## config.mk

```make
export PLATFORM = sky130hd
export DESIGN_NAME = sim_result_mailbox
export DESIGN_NICKNAME = d
export VERILOG_FILES = /design/src/rtl/sim_result_mailbox.sv
export SDC_FILE = /design/constraint.sdc
export NUM_CORES = 1
export LEC_CHECK = 0
export CAP_MARGIN = 15
export CORE_ASPECT_RATIO = 0.5
export CORE_MARGIN = 5
export CORE_UTILIZATION = 39
export CTS_CLUSTER_DIAMETER = 50
export CTS_CLUSTER_SIZE = 24
export DETAILED_ROUTE_END_ITERATION = 16
export GPL_TIMING_DRIVEN = 0
export PLACE_DENSITY_LB_ADDON = 0.12
export SLEW_MARGIN = 20
export SYNTH_ARGS = -nofsm -noshare
export SYNTH_HDL_FRONTEND = slang
export SYNTH_SLANG_ARGS = --single-unit
export TNS_END_PERCENT = 20
```

## constraint.sdc

```tcl
create_clock -name CLK -period 2.4 [get_ports CLK]
set_input_delay 0.48 -clock CLK [delete_from_list [all_inputs] [get_ports CLK]]
set_output_delay 0.48 -clock CLK [all_outputs]
set_load 0.05 [all_outputs]
```

## src/rtl/sim_result_mailbox.sv

```systemverilog
// rtl/sim_result_mailbox.sv - AHB-Lite result/console mailbox; optional watchdog via SIM_MAILBOX_WATCHDOG_EN
module sim_result_mailbox #(
  parameter int          FIFO_DEPTH     = 16,
  parameter logic [31:0] TIMEOUT_CYCLES = 32'd1_000_000
) (
  input  logic        CLK,
  input  logic        RST,
  input  logic        HSEL,
  input  logic [31:0] HADDR,
  input  logic [1:0]  HTRANS,
  input  logic        HWRITE,
  input  logic [31:0] HWDATA,
  input  logic        HREADY,
  output logic [31:0] HRDATA,
  output logic        HREADYOUT,
  output logic        HRESP,
  output logic        char_valid,
  output logic [7:0]  char_data,
  input  logic        char_ready,
  output logic        sim_done,
  output logic        sim_pass,
  output logic [15:0] sim_code,
  output logic        overflow
);

  localparam int         AW      = (FIFO_DEPTH > 1) ? $clog2(FIFO_DEPTH) : 1;
  localparam logic [8:0] DEPTH_C = 9'(FIFO_DEPTH);

  typedef enum logic [1:0] {S_RUN, S_DONE, S_TIMEOUT} state_t;

  state_t         state_q, state_d;
  logic           acc_q, write_q;
  logic [1:0]     addr_q;
  logic           wr_any, wr_char, wr_status, rd_data;
  logic [7:0]     mem [FIFO_DEPTH];
  logic [AW-1:0]  wr_ptr_q, rd_ptr_q;
  logic [8:0]     count_q;
  logic           overflow_q;
  logic           full, pop, push_ok;
  logic [15:0]    code_q;
  logic           timed_out;
  logic           expire;
  logic           unused_bus;

  assign HREADYOUT  = 1'b1;
  assign HRESP      = 1'b0;
  assign unused_bus = ^{HADDR[31:4], HADDR[1:0], HTRANS[0], HWDATA[30:16]};

  // Capture the address phase; the transfer acts in the following data phase
  always_ff @(posedge CLK or posedge RST) begin
    if (RST) begin
      acc_q   <= 1'b0;
      write_q <= 1'b0;
      addr_q  <= 2'd0;
    end else begin
      acc_q   <= HSEL & HREADY & HTRANS[1];
      write_q <= HWRITE;
      addr_q  <= HADDR[3:2];
    end
  end

  assign wr_any    = acc_q & write_q;
  assign wr_char   = wr_any & (addr_q == 2'd0);
  assign wr_status = wr_any & (addr_q == 2'd1) & HWDATA[31];
  assign rd_data   = acc_q & ~write_q;

  // A pop in the same cycle frees a slot, so a push into a full FIFO still lands
  assign full       = (count_q == DEPTH_C);
  assign pop        = char_valid & char_ready;
  assign push_ok    = wr_char & (~full | pop);
  assign char_valid = (count_q != 9'd0);
  assign char_data  = char_valid ? mem[rd_ptr_q] : 8'h00;

  // Console byte storage; contents are only observed while count is non-zero
  always_ff @(posedge CLK) begin
    if (push_ok) mem[wr_ptr_q] <= HWDATA[7:0];
  end

  // FIFO pointers, occupancy and sticky drop flag
  always_ff @(posedge CLK or posedge RST) begin
    if (RST) begin
      wr_ptr_q   <= '0;
      rd_ptr_q   <= '0;
      count_q    <= 9'd0;
      overflow_q <= 1'b0;
    end else begin
      if (push_ok) wr_ptr_q <= wr_ptr_q + 1'b1;
      if (pop)     rd_ptr_q <= rd_ptr_q + 1'b1;
      case ({push_ok, pop})
        2'b10:   count_q <= count_q + 9'd1;
        2'b01:   count_q <= count_q - 9'd1;
        default: count_q <= count_q;
      endcase
      if (wr_char & full & ~pop) overflow_q <= 1'b1;
    end
  end

`ifdef SIM_MAILBOX_WATCHDOG_EN
  logic [31:0] wdog_q;

  // Watchdog counts idle RUN cycles; any mailbox write restarts it
  always_ff @(posedge CLK or posedge RST) begin
    if (RST) begin
      wdog_q <= 32'd0;
    end else if (state_q == S_RUN) begin
      if (wr_any) wdog_q <= 32'd0;
      else        wdog_q <= wdog_q + 32'd1;
    end
  end

  assign expire = (state_q == S_RUN) & ~wr_any & (wdog_q == TIMEOUT_CYCLES - 32'd1);
`else
  logic unused_wdog;
  assign unused_wdog = ^TIMEOUT_CYCLES;
  assign expire      = 1'b0;
`endif

  // Result state register
  always_ff @(posedge CLK or posedge RST) begin
    if (RST) state_q <= S_RUN;
    else     state_q <= state_d;
  end

  // First result wins: DONE and TIMEOUT hold until reset
  always_comb begin
    state_d = state_q;
    if (state_q == S_RUN) begin
      if (wr_status)   state_d = S_DONE;
      else if (expire) state_d = S_TIMEOUT;
    end
  end

  // Result flags decoded from the state and latched code
  always_comb begin
    sim_done  = (state_q != S_RUN);
    timed_out = (state_q == S_TIMEOUT);
    sim_pass  = (state_q == S_DONE) & (code_q == 16'h0000);
  end

  // Result code is loaded only on the transition out of RUN
  always_ff @(posedge CLK or posedge RST) begin
    if (RST) begin
      code_q <= 16'h0000;
    end else if (state_q == S_RUN) begin
      if (wr_status)   code_q <= HWDATA[15:0];
      else if (expire) code_q <= 16'hDEAD;
    end
  end

  assign sim_code = code_q;
  assign overflow = overflow_q;

  // Zero-wait read mux driven from registered state during the data phase
  always_comb begin
    HRDATA = 32'h0000_0000;
    if (rd_data) begin
      case (addr_q)
        2'd1:    HRDATA = {sim_done, sim_pass, timed_out, 13'b0, code_q};
        2'd2:    HRDATA = {overflow_q, 22'b0, count_q};
        default: HRDATA = 32'h0000_0000;
      endcase
    end
  end

endmodule

```

==> results.md, run 1 <==
• outcome: complete, but fails checks
• violations in the final reports: setup timing
• worst path setup slack after routing: -0.5634 ns
• dominant cell type by area after synthesis: sky130_fd_sc_hd__edfxtp_1
• Antenna Nets Post-Route: 0
• setup repair after global routing missed its margin: true
• data required time of the critical path: 1.92 ns
• Power Dens Cells: 1095 nW/um2
• CP max stage cell: sky130_fd_sc_hd__mux4_2
• total clock buffers created by CTS: 17
• total power consumption of the routed design: 10.59 mW
• sequential standard cell area: 4843 um2
• largest family of logic cells by synthesized area: multiplexers
• antenna violations before repair: 0
• final core utilization: 52.96%
• Antenna Diode Count: 0
• worst hold slack after final layout: 0.3349 ns
• post-layout min period: 2.963 ns
• peak ir drop on the vdd network: 0.5588 mV
• initial cell density of the core: 39.48%
• count of buffer and inverter cells on the critical path: 4
• drc violations: 0
• most frequently used flop master after synthesis: sky130_fd_sc_hd__edfxtp_1
• kind of end point of the critical path: output port
• overall global routing resource usage: 16.42%
• wire length of the first global-routing pass: 26280 um
• routability cong.: 0.7411
• cells along the critical path: buf_6 > buf_12 > buf_12 > mux4_2 > mux4_2 > nor2b_4 > buf_6
• xor and xnor fraction of the mapped netlist area: 1.701%
• insertion delay of the later-clocked pin in the worst-skew pair: 0.42 ns
• share of the synthesized area in compound gates (AO/OA/AOI/OAI): 3.280%
• Worst Max-Slew Pin Slew: 0.9112 ns
• total negative slack for setup checks: -4.665 ns
• Async S/R FF share, synth: 23.35%
• EDFF count, synth: 128
• count of yosys warnings during synthesis: 0
• Post-Synthesis Mean Instance Area: 17.08 um2
• vias in the first global route: 4262
• TritonCTS clock tree: yes
• startpoint types: register
• Die Outline Area: 21470 um2
• clock root buffer: sky130_fd_sc_hd__clkbuf_16
• iteration count of the initial detailed-routing pass: 4
• final routed wire length divided by cell count: 20.90 um
• fillers: 1497
• Placeable Area: 18260 um2
• fraction of final layout cells sized beyond drive strength 1: 45.01%
• Crit path max-delay family: multiplexers
• Slew Viols, Final: 0
• endpoint arrival time on the critical path: 2.48 ns
• post-synthesis sequential area ratio: 66.85%
• share of the synthesized area in the top cell type: 53.31%
• wire length reported by the detailed router: 16950 um
• static leakage power: 3.500 nW
• DP Wirelength: 10890 um
• path class of the lowest-slack min-delay path: in -> async
• start-to-end type of the worst setup path: reg -> out
• pin count of the biggest net entering global routing: 27
• number of nets in the final layout: 646
• period utilisation layout: 123.5%
• relative slew slack: 39.25%
• via count: 4120
• Area contributors post-synth: sky130_fd_sc_hd__edfxtp_1, sky130_fd_sc_hd__dfrtp_1, sky130_fd_sc_hd__mux4_2, sky130_fd_sc_hd__mux2_2, sky130_fd_sc_hd__ha_1
• IO Port Bufs: 71
• maximum count of clock buffers along a single path: 2
• pre-CTS setup slack: -1.217 ns
• detail-routed via count per cell: 5.080
• die span in x: 202.3 um
• number of cells produced by synthesis: 422
• number of H-tree branching levels: 4
• total of flip-flops plus latches after synthesis: 167
• hold violation total from the final report: 0
• post-synthesis mux area share: 15.60%
• final setup fails: 14
• Area growth syn-to-layout: 34.15%
• maximum fanout encountered on the critical timing path: 6
• most repeated cell in the gate-level netlist after synthesis: sky130_fd_sc_hd__edfxtp_1
• cell area after synthesis: 7209 um2
• simple-gate area share of the yosys netlist: 6.126%
• Commonest cells post-synth: sky130_fd_sc_hd__edfxtp_1, sky130_fd_sc_hd__mux4_2, sky130_fd_sc_hd__dfrtp_1, sky130_fd_sc_hd__nor2_1, sky130_fd_sc_hd__nand2_1
• floorplan row count: 35
• Top-Level Pins: 134
• register clock-pin slew on the reported worst setup and hold paths: 0.07 ns
• timing-limited maximum frequency: 337.4 MHz
• number of clock sinks: 167
• overall overflow remaining after global route: 0
• Die Span Y: 106.1 um
• setup clock skew after layout: 0.01293 ns
• delay of the slowest cell on the worst path: 0.51 ns
• area of combinational cells with multiple inputs: 2570 um2
• initial drt markers: 250
• number of distinct library cells after synthesis: 43
• Post-Synth Adder-Cell Area: 2.881%
• max-cap check violation count: 0
-- layout make-up --
cell class,instances,area share (%)
clock buffer,17,4.398
sequential,167,50.08
multi-input combinational,227,26.57
timing repair buffer,105,11.20
tap,240,3.105
clock inverter,15,1.656
buffer,30,2.549
inverter,10,0.4398
-- cells by family (layout without fill, tap and decap cells) --
group	after synthesis	after routing
XOR/XNOR	14	14
flip-flops	167	167
AO/OA/AOI/OAI	35	35
multiplexers	59	59
other	2	16
AND/OR/NAND/NOR	87	87
buffers and inverters	42	177
adder cells (fa/ha/maj)	16	16
-- per-stage QoR --
stage | area [um2] | std cells
floorplan | 7352 | 436
global placement | 8363 | 747
detailed placement | 8454 | 753
CTS | 9504 | 803
global route | 9672 | 811
finish | 9672 | 811
-- flip-flops by register name, indices dropped and copies added, names as in the netlist --
name,flops
wr_ptr_q,4
rd_ptr_q,4
acc_q,1
addr_q,2
count_q,9
write_q,1
state_q,1
mem,128
sim_code,16
overflow,1
-- report_power, final --
part	internal (mW)	switching (mW)	total, mW
Combinational	2.16	2.11	4.27
Sequential	3.31	0.265	3.57
Clock	1.56	1.19	2.75
-- routing by layer --
| metal | wire, um | GRT usage (%) | vias to the layer above |
|---|---|---|---|
| met1 | 8204 | 24.00 | 2131 |
| met2 | 7748 | 24.71 | 98 |
| met4 | 153 | 3.437 | 0 |
| met5 | 0 | 0 | - |
| met3 | 847 | 4.633 | 13 |
| li1 | - | - | 1878 |
-- layout by cell type, fill, tap and decap left out, types with 10 or more instances in the layout --
cell                              count
sky130_fd_sc_hd__edfxtp_1           128
sky130_fd_sc_hd__buf_4               44
sky130_fd_sc_hd__clkdlybuf4s50_1     43
sky130_fd_sc_hd__mux4_2              40
sky130_fd_sc_hd__dfrtp_1             20
sky130_fd_sc_hd__dfrtp_2             19
sky130_fd_sc_hd__mux2_2              17
sky130_fd_sc_hd__clkbuf_16           17
sky130_fd_sc_hd__conb_1              16
sky130_fd_sc_hd__nand2_1             15
sky130_fd_sc_hd__buf_6               14
sky130_fd_sc_hd__nor2_4              13
sky130_fd_sc_hd__xnor2_1             10
sky130_fd_sc_hd__a22oi_1             10
sky130_fd_sc_hd__ha_1                10
-- worst reg2reg max path: cells and delay by family, from the launching register on --
| family | cells | cell delay [ns] |
|---|---|---|
| AOI/OAI and AO/OA | 4 | 0.68 |
| xor gates and xnor gates | 1 | 0.16 |
| DFF | 1 | 0.43 |
| buffers and inverters | 1 | 0.08 |
| adders and majority gates | 1 | 0.37 |
| and+or+nand+nor | 2 | 0.49 |
| muxes | 1 | 0.29 |
-- final timing paths --
| kind | start | to | slack [ns] | cells after the start |
|---|---|---|---|---|
| max in group asynchronous | RST | sim_code[0] | 1.60 | 3 |
| worst min-delay path | RST | sim_code[13] | 0.33 | 2 |
| worst max-delay path | rd_ptr_q[0] | char_data[2] | -0.56 | 7 |
| worst max register to register | count_q[3] | count_q[8] | -0.18 | 10 |
| min in group CLK | HWRITE | write_q | 0.50 | 1 |
| worst min register to register | overflow | overflow | 0.55 | 2 |
-- timing repair --
action                     4_1_cts  5_1_grt
buffers inserted                17        8
pin swaps                       12       17
hold buffers                     0        0
setup endpoints to repair      159      152
cloned                           3        0
gates resized for setup        214       60
Power figures use the tool's default switching activity.
==> run 2: changes to the inputs <==
- PLACE_DENSITY_LB_ADDON: 0.12 -> 0.15
==> run 2 against run 1 <==
  * The run still ends with setup timing left
  * First-iteration DRC count grew 36%
  * Register-to-register slack lost 0.05 ns
  * Die area is the same
  * Final cell count shrank 0.12%
  * Largest cell class unchanged
  * Highest routed layer unchanged
==> results.md, run 2 (same netlist as run 1, synthesis figures left out) <==
• outcome: complete, but fails checks
• violations in the final reports: setup timing
• antenna violations before repair: 0
• highest layer used for signal routing: met4
• Antenna Nets Post-Route: 0
• register clock-pin slew on the reported worst setup and hold paths: 0.07 ns
• IO Port Bufs: 71
• startpoint types: register
• cells along the critical path: buf_12 > buf_12 > mux4_2 > mux4_2 > nor2b_4 > buf_6
• final setup fails: 10
• via count: 4130
• floorplan row count: 35
• drc violations: 0
• Placeable Area: 18260 um2
• number of nets in the final layout: 645
• Die Span Y: 106.1 um
• peak ir drop on the vdd network: 0.5153 mV
• data required time of the critical path: 1.92 ns
• Slew Viols, Final: 0
• post-layout min period: 2.934 ns
• wire length of the first global-routing pass: 26660 um
• count of buffer and inverter cells on the critical path: 3
• die span in x: 202.3 um
• maximum count of clock buffers along a single path: 2
• iteration count of the initial detailed-routing pass: 7
• relative slew slack: 50.44%
• cell-internal power: 6.940 mW
• hold violation total from the final report: 0
• Met3 Wirelength: 1158 um
• Area growth syn-to-layout: 32.40%
• timing-limited maximum frequency: 340.8 MHz
• CP max stage cell: sky130_fd_sc_hd__mux4_2
• period utilisation layout: 122.3%
• Post-Layout Cell Count: 810
• commonest cells after routing, fill and taps aside: sky130_fd_sc_hd__edfxtp_1, sky130_fd_sc_hd__buf_4, sky130_fd_sc_hd__clkdlybuf4s50_1, sky130_fd_sc_hd__mux4_2, sky130_fd_sc_hd__dfrtp_1
• kind of end point of the critical path: output port
• initial cell density of the core: 39.48%
• DP Wirelength: 11030 um
• pre-CTS setup slack: -1.230 ns
• worst hold slack after final layout: 0.3400 ns
• static leakage power: 3.490 nW
• Crit path max-delay family: multiplexers
• insertion delay of the later-clocked pin in the worst-skew pair: 0.43 ns
• most common cell after layout, fill and taps aside: sky130_fd_sc_hd__edfxtp_1
• max FFs per register: 128
• start-to-end type of the worst setup path: reg -> out
• fraction of final layout cells sized beyond drive strength 1: 42.98%
• Power Dens Cells: 1100 nW/um2
• final routed wire length divided by cell count: 20.90 um
• worst path setup slack after routing: -0.5344 ns
• total clock buffers created by CTS: 17
• routability cong.: 0.7398
• vias in the first global route: 4348
• setup clock skew after layout: 0.01790 ns
• overall global routing resource usage: 16.57%
• switching part of the total power: 33.91%
• cts-stage hold buffer count: 0
• combinational share of power: 38.5%
• met1 layer wirelength in the final routing: 8166 um
• maximum fanout encountered on the critical timing path: 8
• part of the total power dissipated in the clock network: 27.0%
• TritonCTS clock tree: yes
• fraction of power consumed by sequential logic: 34.6%
• Die Outline Area: 21470 um2
• path class of the lowest-slack min-delay path: in -> async
• Reg2Reg Setup Slack: -0.23 ns
• setup repair after global routing missed its margin: true
• sum of met2 wire segment lengths after detailed routing: 7438 um
• Worst Max-Slew Pin Slew: 0.7434 ns
• fillers: 1473
• Antenna Diode Count: 0
• register name with the most flops: mem
• clock root buffer: sky130_fd_sc_hd__clkbuf_16
• wire length reported by the detailed router: 16930 um
• total power consumption of the routed design: 10.50 mW
• pin count of the biggest net entering global routing: 27
• Switch Pwr: 3.561 mW
• overall overflow remaining after global route: 0
• max-cap check violation count: 0
• endpoint arrival time on the critical path: 2.45 ns
• number of clock sinks: 167
• number of H-tree branching levels: 4
• detail-routed via count per cell: 5.099
• initial drt markers: 341
• delay of the slowest cell on the worst path: 0.55 ns
• number of placed cells counting well taps: 753
• Top-Level Pins: 134
## run 2: cell count changes in the layout (fill, tap and decap cells not counted), moves of 4 or more
cell,change
sky130_fd_sc_hd__o21ai_1,-4
sky130_fd_sc_hd__buf_2,+8
sky130_fd_sc_hd__nor2_1,+5
sky130_fd_sc_hd__ha_1,+4
sky130_fd_sc_hd__o21ai_0,+4
sky130_fd_sc_hd__nor2_2,-5
## run 2: layout make-up
type,instances,area [um2],area share (%)
multi-input cells,227,2532,26.53
inverters,10,42.54,0.4457
clock inverters,15,190.2,1.992
flip-flops and latches,167,4843,50.74
repair buffers,105,957.2,10.03
clock buffers,17,425.4,4.457
plain buffers,29,254.0,2.661
well taps,240,300.3,3.146
## run 2: worst reg2reg max path: cells and delay by family, from the launching register on
kind,cells,cell delay [ns]
AOI/OAI and AO/OA,4,0.64
adders and majority gates,1,0.42
xor gates and xnor gates,1,0.16
buffers and inverters,2,0.25
and+or+nand+nor,2,0.38
muxes,1,0.27
DFF,1,0.43
## run 2: what timing repair did
action	in CTS	in global routing
gates cloned	3	0
pin swaps	6	9
setup endpoints to repair	153	159
resized for setup	206	46
buffers inserted	17	11
## run 2: worst paths after layout
check / from / cells after the start / to
min in group CLK: HADDR[2] / 1 / addr_q[0]
hold / removal: RST / 2 / sim_code[13]
setup / recovery: rd_ptr_q[0] / 6 / char_data[5]
max in group asynchronous: RST / 3 / rd_ptr_q[1]
setup reg to reg: count_q[1] / 11 / count_q[8]
hold reg to reg: state_q[0] / 1 / state_q[0]
## run 2: power groups by stage
stage	Clock (mW)	Combinational [mW]	Sequential [mW]
3_3_place_gp	0	3.45	3.60
6_report	2.83	4.04	3.63
3_5_place_dp	0	3.47	3.60
2_1_floorplan	0	2.42	3.66
5_1_grt	3.02	4.32	3.67
4_1_cts	2.87	4.07	3.64
## run 2: layer usage
layer  global-route usage, %  vias to the layer above
met3                   4.115                       19
met5                       0                        -
met1                   24.91                     2111
met2                   24.42                      119
met4                   3.824                        0
li1                        -                     1881
## run 2: per-stage QoR
| stage | util (%) | setup TNS (ns) | cell area [um2] |
|---|---|---|---|
| 2_1_floorplan | - | -0.2802 | 7352 |
| 3_3_place_gp | 45.80 | -106.36 | 8363 |
| 3_5_place_dp | 46.28 | -84.94 | 8451 |
| 4_1_cts | 52.04 | -21.47 | 9503 |
| 5_1_grt | 52.27 | -5.517 | 9545 |
| 6_report | 52.27 | -4.314 | 9545 |
==> run 3: changes to the inputs <==
- CORE_UTILIZATION: 39 -> 30
- RECOVER_POWER: not set -> 25
==> run 3 against run 2 <==
  * The run still ends with setup timing left
  * Design area grew 1.2%
  * Total power shrank 1.1%
  * First-iteration DRC count shrank 37%
  * Combinational power is essentially flat
  * Global-route usage shrank 3.6 points
  * Register-to-register slack is essentially flat
  * Die area grew 28%
  * Clock skew shrank 0.0094 ns
  * Wire length grew 4.7%
  * Final cell count grew 8.9%
  * Largest power group unchanged
==> results.md, run 3 (same netlist as run 1, synthesis figures left out) <==
• total clock buffers created by CTS: 17
• fraction of power consumed by sequential logic: 35.2%
• DP Wirelength: 11810 um
• antenna violations before repair: 0
• initial drt markers: 214
• IO Port Bufs: 71
• R2R Path Start: count_q[0]
• Antenna Diode Count: 0
• period utilisation layout: 123.2%
• via count: 4050
• wire length reported by the detailed router: 17730 um
• cell-internal power: 6.823 mW
• max FFs per register: 128
• Reg2Reg Setup Slack: -0.22 ns
• Die Span Y: 119.6 um
• peak ir drop on the vdd network: 0.4622 mV
• commonest cells after routing, fill and taps aside: sky130_fd_sc_hd__edfxtp_1, sky130_fd_sc_hd__buf_4, sky130_fd_sc_hd__mux4_2, sky130_fd_sc_hd__clkdlybuf4s50_1, sky130_fd_sc_hd__dfrtp_1
• setup clock skew after layout: 0.008495 ns
• fraction of final layout cells sized beyond drive strength 1: 44.44%
• Top-Level Pins: 134
• wire length of the first global-routing pass: 26670 um
• violations in the final reports: setup timing
• register clock-pin slew on the reported worst setup and hold paths: 0.07 ns
• max-cap check violation count: 0
• start-to-end type of the worst setup path: reg -> out
• Worst Max-Slew Pin Slew: 0.7562 ns
• fillers: 2205
• overall global routing resource usage: 13.00%
• combinational share of power: 38.9%
• number of clock sinks: 167
• initial cell density of the core: 30.26%
• number of H-tree branching levels: 4
• timing-limited maximum frequency: 338.2 MHz
• total negative slack for setup checks: -4.629 ns
• Antenna Nets Post-Route: 0
• cells along the critical path: buf_12 > buf_12 > mux4_2 > mux4_2 > nor2b_2 > buf_6
• detail-routed via count per cell: 4.592
• overall overflow remaining after global route: 0
• routability cong.: 0.7402
• total power consumption of the routed design: 10.38 mW
• Slew Viols, Final: 0
• delay of the slowest cell on the worst path: 0.55 ns
• insertion delay of the later-clocked pin in the worst-skew pair: 0.42 ns
• part of the total power dissipated in the clock network: 25.9%
• most common cell after layout, fill and taps aside: sky130_fd_sc_hd__edfxtp_1
• Die Outline Area: 27420 um2
• floorplan row count: 40
• worst hold slack after final layout: 0.5235 ns
• iteration count of the initial detailed-routing pass: 4
• final routed wire length divided by cell count: 20.10 um
• static leakage power: 3.435 nW
• Area after DPL: 8529 um2
• setup repair after global routing missed its margin: true
• maximum count of clock buffers along a single path: 2
• final setup fails: 12
• number of placed cells counting well taps: 827
• Placeable Area: 23820 um2
• outcome: complete, but fails checks
• CP max stage cell: sky130_fd_sc_hd__mux4_2
• kind of end point of the critical path: output port
• register name with the most flops: mem
• relative slew slack: 49.59%
• hold violation total from the final report: 0
• pin count of the biggest net entering global routing: 27
• drc violations: 0
• Power Dens Cells: 1075 nW/um2
• maximum fanout encountered on the critical timing path: 8
• endpoint arrival time on the critical path: 2.48 ns
• capture point of the worst reg-to-reg path: count_q[8]
• path class of the lowest-slack min-delay path: in -> async
• Design Area, Final: 9661 um2
• data required time of the critical path: 1.92 ns
• reg2reg path depth: 11
• startpoint types: register
• TritonCTS clock tree: yes
• clock root buffer: sky130_fd_sc_hd__clkbuf_16
• switching part of the total power: 34.28%
• number of nets in the final layout: 642
• Area growth syn-to-layout: 34.00%
• worst path setup slack after routing: -0.5565 ns
• post-layout min period: 2.957 ns
• Post-Layout Cell Count: 882
• vias in the first global route: 4311
• Switch Pwr: 3.559 mW
• die span in x: 229.2 um
==> run 3: cell types whose count changed in the layout (fill, tap and decap cells not counted), moves of 5 or more <==
cell	change
sky130_fd_sc_hd__buf_2	-8
sky130_fd_sc_hd__buf_6	+6
sky130_fd_sc_hd__clkdlybuf4s50_1	-8
sky130_fd_sc_hd__dlygate4sd3_1	+8
sky130_fd_sc_hd__ha_1	-5
sky130_fd_sc_hd__ha_4	+5
sky130_fd_sc_hd__nor2_1	-7
sky130_fd_sc_hd__nor2_2	+8
==> run 3: per-layer routing <==
metal / vias to the layer above / global-route usage [%] / share of wire (%)
met1: 2094 / 18.12 / 47
met4: 0 / 3.490 / 1.0
li1: 1872 / - / -
met5: - / 0 / 0
met3: 12 / 3.097 / 3.9
met2: 72 / 20.57 / 48
==> run 3: critical path: cells and delay by family (launching register included) <==
kind          cells  cell delay, ns
mux               2            1.02
buf+inv           3            0.46
flops             1            0.39
simple gates      1            0.17
==> run 3: metrics by stage <==
stage / utilization (%) / worst slack (ns)
6_report: 40.55 / -0.5565
5_1_grt: 40.55 / -0.6331
4_1_cts: 39.11 / -0.5956
3_5_place_dp: 35.80 / -1.295
3_3_place_gp: 35.50 / -1.304
2_1_floorplan: - / -0.04973
==> run 3: worst max-delay path by stage <==
stage | startpoint | endpoint | slack, ns
after global routing | rd_ptr_q[0] | char_data[7] | -0.63
after detailed placement | rd_ptr_q[1] | char_data[7] | -1.30
final | rd_ptr_q[0] | char_data[5] | -0.56
after global placement | rd_ptr_q[1] | char_data[7] | -1.30
after floorplan | sim_code[13] | HRDATA[30] | -0.05
after CTS | rd_ptr_q[0] | char_data[1] | -0.60
==> run 3: power by group through the flow <==
stage	logic, mW	clock network, mW	registers, mW
global route	4.29	2.89	3.69
detailed placement	3.49	0	3.61
finish	4.04	2.69	3.65
floorplan	2.42	0	3.66
CTS	3.68	2.76	3.65
global placement	3.48	0	3.60
==> run 3: cell type report <==
class | instances | area (um2) | area share (%)
inverter | 10 | 42.54 | 0.4404
multi-input combinational | 227 | 2570 | 26.60
buffer | 29 | 254.0 | 2.629
clock inverter | 14 | 138.9 | 1.438
sequential | 167 | 4842 | 50.12
timing repair buffer | 102 | 989.7 | 10.24
clock buffer | 18 | 429.2 | 4.442
tap | 315 | 394.1 | 4.080
==> run 3: repair_timing <==
action / 4_1_cts / 5_1_grt
pin swaps: 5 / 14
hold endpoints to repair: 0 / 0
gates resized for setup: 202 / 82
cloned: 0 / 3
buffers inserted: 7 / 16
hold buffers: 0 / 0
endpoints found under the setup margin: 157 / 158
